<file path="config.mk">
export PLATFORM = sky130hd
export DESIGN_NAME = control_sequencer
export DESIGN_NICKNAME = d
export VERILOG_FILES = /design/src/rtl/control_sequencer.sv
export SDC_FILE = /design/constraint.sdc
export NUM_CORES = 1
export LEC_CHECK = 0
export ABC_AREA = 1
export CORE_ASPECT_RATIO = 1.4
export CORE_UTILIZATION = 52
export CTS_CLUSTER_DIAMETER = 50
export DETAILED_ROUTE_END_ITERATION = 8
export PLACE_DENSITY = 0.91
export SLEW_MARGIN = 5
export SYNTH_ARGS = -nofsm -noshare
export SYNTH_HDL_FRONTEND = slang
export SYNTH_SLANG_ARGS = --single-unit
</file>
<file path="constraint.sdc">
create_clock -name clk -period 6.3 [get_ports clk]
set_input_delay 1.26 -clock clk [delete_from_list [all_inputs] [get_ports clk]]
set_output_delay 1.26 -clock clk [all_outputs]
set_load 0.005 [all_outputs]
</file>
<file path="src/rtl/control_sequencer.sv">
// Instruction-sequencing FSM: fetches an opcode, decodes it into datapath selects and
// strobes for one EXEC cycle, and stretches data-memory writes until the memory accepts them.
module control_sequencer #(
    parameter int OPCODE_W  = 6,
    parameter int NUM_PREG  = 9,
    parameter int NUM_FLAGS = 2,
    parameter int BSEL_W    = 4,
    parameter int CSEL_W    = 8,
    parameter int PSEL_W    = 4,
    localparam int FSEL_W   = (NUM_FLAGS > 1) ? $clog2(NUM_FLAGS) : 1
) (
    input  logic                 clk,
    input  logic                 rst,
    input  logic                 start,
    input  logic                 instr_valid,
    input  logic [OPCODE_W-1:0]  opcode,
    input  logic [NUM_FLAGS-1:0] flags,
    input  logic                 mem_ready,
    output logic                 data_write_en,
    output logic                 p_reg_write_en,
    output logic                 pc_en,
    output logic                 stop_flag,
    output logic                 flag_wr_en,
    output logic [BSEL_W-1:0]    b_bus_select,
    output logic [CSEL_W-1:0]    c_bus_select,
    output logic [PSEL_W-1:0]    p_reg_select,
    output logic [2:0]           alu_select,
    output logic [FSEL_W-1:0]    flag_reg_select,
    output logic                 busy,
    output logic                 illegal_op
);

    typedef enum logic [2:0] {IDLE, FETCH, EXEC, MEMWAIT, HALT} state_t;

    state_t                state;
    logic [OPCODE_W-1:0]   ir;
    logic [NUM_FLAGS-1:0]  fr;

    logic [5:0] op;
    logic       hi_bits;
    logic       legal, ldp, is_str, is_stop, fwe, fsel;
    logic [3:0] pn;
    logic [2:0] b, alu;
    logic [7:0] c;

    assign op      = ir[5:0];
    assign hi_bits = |(ir >> 6);

    // Decode of the latched instruction; illegal encodings collapse to NOOP.
    always_comb begin
        legal   = 1'b1;
        ldp     = 1'b0;
        pn      = 4'd0;
        is_str  = 1'b0;
        is_stop = 1'b0;
        fwe     = 1'b0;
        fsel    = 1'b0;
        b       = 3'd0;
        c       = 8'h00;
        alu     = 3'd0;
        case (op)
            6'h01, 6'h17: ;
            6'h02, 6'h03, 6'h04, 6'h05: begin ldp = 1'b1; pn = 4'(op - 6'h01); end
            6'h19, 6'h1A, 6'h1B, 6'h1C, 6'h1D: begin ldp = 1'b1; pn = 4'(op - 6'h14); end
            6'h06: begin b = 3'd1; c = 8'h02; alu = 3'd1; end
            6'h07: is_str = 1'b1;
            6'h08: begin b = 3'd4; c = 8'h01; alu = 3'd1; end
            6'h09: c = 8'h10;
            6'h0A: begin c = 8'h01; alu = 3'd6; end
            6'h0B: begin c = 8'h01; alu = 3'd7; end
            6'h0C: begin b = 3'd7; c = 8'h80; alu = 3'd5; end
            6'h0D: begin b = 3'd7; c = 8'h40; alu = 3'd1; end
            6'h0E: begin c = 8'h01; alu = 3'd2; end
            6'h0F: begin c = 8'h08; alu = 3'd2; end
            6'h10: begin c = 8'h04; alu = 3'd2; end
            6'h11: begin b = 3'd5; c = 8'h08; alu = 3'd5; end
            6'h12: begin b = 3'd6; c = 8'h04; alu = 3'd5; end
            6'h13: if (fr[0]) begin c = 8'h20; alu = 3'd1; end
            6'h14: if (fr[1]) begin c = 8'h20; alu = 3'd1; end
            6'h15: c = 8'h40;
            6'h16: begin b = 3'd4; c = 8'h40; alu = 3'd1; end
            6'h18: is_stop = 1'b1;
            6'h1E: fwe = 1'b1;
            6'h1F: begin fwe = 1'b1; fsel = 1'b1; end
            default: legal = 1'b0;
        endcase
        if (hi_bits || (ldp && int'(pn) > NUM_PREG))
            legal = 1'b0;
        if (!legal) begin
            ldp     = 1'b0;
            pn      = 4'd0;
            is_str  = 1'b0;
            is_stop = 1'b0;
            fwe     = 1'b0;
            fsel    = 1'b0;
            b       = 3'd0;
            c       = 8'h00;
            alu     = 3'd0;
        end
    end

    always_comb begin
        data_write_en   = 1'b0;
        p_reg_write_en  = 1'b0;
        pc_en           = 1'b0;
        stop_flag       = 1'b0;
        flag_wr_en      = 1'b0;
        b_bus_select    = '0;
        c_bus_select    = '0;
        p_reg_select    = '0;
        alu_select      = 3'd0;
        flag_reg_select = '0;
        illegal_op      = 1'b0;
        busy            = (state == FETCH) || (state == EXEC) || (state == MEMWAIT);
        case (state)
            EXEC: begin
                data_write_en   = is_str;
                p_reg_write_en  = ldp;
                pc_en           = !(is_stop || (is_str && !mem_ready));
                stop_flag       = is_stop;
                flag_wr_en      = fwe;
                b_bus_select    = BSEL_W'(b);
                c_bus_select    = CSEL_W'(c);
                p_reg_select    = PSEL_W'(ldp ? pn - 4'd1 : 4'd0);
                alu_select      = alu;
                flag_reg_select = FSEL_W'(fsel);
                illegal_op      = !legal;
            end
            MEMWAIT: begin
                data_write_en = 1'b1;
                pc_en         = mem_ready;
            end
            HALT:    stop_flag = 1'b1;
            default: ;
        endcase
    end

    always_ff @(posedge clk) begin
        if (rst) begin
            state <= IDLE;
            ir    <= '0;
            fr    <= '0;
        end else begin
            case (state)
                IDLE, HALT: if (start) state <= FETCH;
                FETCH: if (instr_valid) begin
                    ir    <= opcode;
                    fr    <= flags;
                    state <= EXEC;
                end
                EXEC: begin
                    if (is_stop)                   state <= HALT;
                    else if (is_str && !mem_ready) state <= MEMWAIT;
                    else                           state <= FETCH;
                end
                MEMWAIT: if (mem_ready) state <= FETCH;
                default: state <= IDLE;
            endcase
        end
    end

endmodule

</file>
==> results.ini <==
[clock_network]
cts_hold_buf=0
ctsResizeCount=0
cts.reportedPaths.clkPinSlew_ns=0.07
numCtsBuffers=3
post_cts_buffers=0
insertion_delay_ns=0.26
root_buffer=clkbuf_4
tritoncts=yes
cts_max_level=1
cts_max_path_buffers=2
cts_sinks=11

[synthesis]
yosys-top-cells-area=dfxtp_1 15%, nand2_1 12%, nor2_1 9.1%, ha_1 7.8%, inv_1 7.8%
synth_edf_count=0
synth_top_area_share_pct=15.2
synth-seq-area-share_pct=15.2
yosysTopAreaCell=dfxtp_1
synth-seq-cells=11
synth_area_um2=1450
synthesis.nets=252
avgSynthCellArea_um2=6.28
async_flop_share_pct=0
syn_inst=230
ys_types=38
synthFlopType=dfxtp_1
yosysWarnings=0

[grt]
first_global_vias=1432
grt-ovfl-total=0
grt_max_degree=17
track_usage_pct=25.4
antenna_found_initial=0
grt_first_pass_wirelength_um=5820

[die]
die_h_um=64.4
io_pins=40
core_um2=2640
rows=22
initial_utilization_pct=54.7
die_area_um2=3000
die_w_um=46.6

[sta]
min_period_over_period_pct=73.7
tightest_slew_ns=0.561
rsz0062_at_grt=no
max_freq_ghz=0.215
slew_headroom_pct=62.6
setup_violations=0
finalHoldViolCount=0
final_max_slew_viol_count=0
fin_crit_ns=4.65
finalSetupTns_ns=0
finClkSkew_ns=0.00113

[placed_design]
place.gp.congestion=0.920
dpl_cell_area_um2=1810
port-buffer-count=38
dpl.hpwl_um=2840
placedCellCount=297

[layout]
drive_gt1_share_pct=15.8
final_common_cell=nand2_1
nets=288
diodes=0
syn_to_final_growth_pct=27.1
nFillCells=253
fin_util_pct=69.5
final_cell_mix=46 x nand2_1, 38 x clkdlybuf4s50_1, 35 x nor2_1
final-instance-count-excl-fill=301
final_area_um2=1840

[critical_path]
cpLargestDelayFamily=simple AND/OR/NAND/NOR gates
arrival_ns=3.39
crit_chain=inv_1, ha_1, nand2_1, nand2_2, inv_2, nand2_2, nand2_2, nand2_4, a21oi_4, nand2_2, nand2_2, nand2_4, inv_1, nand2_1, ha_1, or2_2, a21oi_2, clkdlybuf4s50_1
end_kind=output port
slowest_delay_ns=0.50
cpMostUsedCell=nand2_2
crit_slowest_cell=clkdlybuf4s50_1
crit_required_ns=5.04
crit_buf_inv=4
worstPathMaxFanout=9
critPathKind=flip-flop to output port
start_kind=flip-flop

[detailed_routing]
drtIter0Drc=50
routed_wl_um=3390
firstDrtPassIters=5
vias=1557
viasPerCell=5.17
drcViolationCount=0
ant_nets=0
wl_per_cell_um=11.3

[power]
comb_power_share_pct=57.7
p_seq_share_pct=27.8
p_per_area_nw_per_um2=172
sw_frac_of_total_pct=47.0
leakagePower_nw=0.844
p_int_mw=0.167
total_power_mw=0.315
p_clk_share_pct=14.5
max-vdd-ir-drop_mv=0.183
p_switching_mw=0.148

[run]
cap_violations=0

[min_path]
hold_path.class=flip-flop to flip-flop

[outcome]
outcome=complete, no violations

==> logic make-up (layout without fill, tap and decap cells) <==
family	after synthesis	count (layout)	synth area share, %
simple gates	125	125	41.6
compound gates	41	41	20.9
buf+inv	41	76	13.0
flops	11	11	15.2
fa+ha+maj	9	9	7.79
xor+xnor	2	2	1.21
other cells	1	1	0.259
==> worst paths after layout <==
kind,from,to,slack [ns],cells past startpoint
worst max-delay path,ir[2],p_reg_select[2],1.65,18
worst min-delay path,fr[0],fr[0],0.48,2
worst max register to register,ir[2],state[2],3.92,15
worst min register to register,fr[0],fr[0],0.48,2
==> worst register-to-register path, stage by stage (launching register included) <==
cell     delay, ns
dfxtp_1       0.40
inv_1         0.16
ha_1          0.33
nand2_1       0.14
nand2_2       0.08
inv_2         0.06
nand2_2       0.04
nand2_2       0.10
nand2_4       0.09
a21oi_4       0.19
nand2_2       0.07
nand2_2       0.08
nand2_4       0.10
nor2_4        0.14
nand4_1       0.18
a21oi_1       0.17
==> cell usage after synthesis (all sizes together), types with 2 or more instances <==
library cell	n
a211oi	9
a21oi	13
a31oi	3
buf	5
clkbuf	2
dfxtp	11
ha	9
inv	34
nand2	56
nand3	8
nand4	5
nor2	48
nor3	5
o21ai	9
o21bai	2
o22ai	2
==> area by class of cell <==
class                      count  area (um^2)  area share (%)
multi-input combinational    178         1040            56.5
timing repair buffer          38          380            20.7
sequential                    11          220            12.0
inverter                      34          128            6.95
tap                           36         45.0            2.45
clock buffer                   4         26.3            1.43
==> registers in the layout (all words and copies together) (netlist names) <==
signal,cells
ir,6
state,3
fr,2
==> power by group through the flow <==
stage / registers (mW) / clock network (mW) / logic (mW)
6_report: 0.0878 / 0.0457 / 0.182
5_1_grt: 0.0891 / 0.0527 / 0.203
4_1_cts: 0.0876 / 0.0472 / 0.181
3_5_place_dp: 0.0892 / 0 / 0.180
3_3_place_gp: 0.0888 / 0 / 0.177
2_1_floorplan: 0.0878 / 0 / 0.146
==> metrics by stage <==
stage,hold WS [ns],setup slack [ns]
finish,0.477,1.65
global placement,0.460,2.02
CTS,0.479,1.66
detailed placement,0.463,1.95
global route,0.507,1.35
floorplan,0.440,2.69
==> layer usage <==
metal	vias up	GRT usage, %	share of wire [%]
met4	0	8.82	1.7
li1	816	-	-
met5	-	0	0
met3	6	1.98	2.5
met2	38	45.0	52
met1	697	30.0	44
Power figures use the tool's default switching activity.
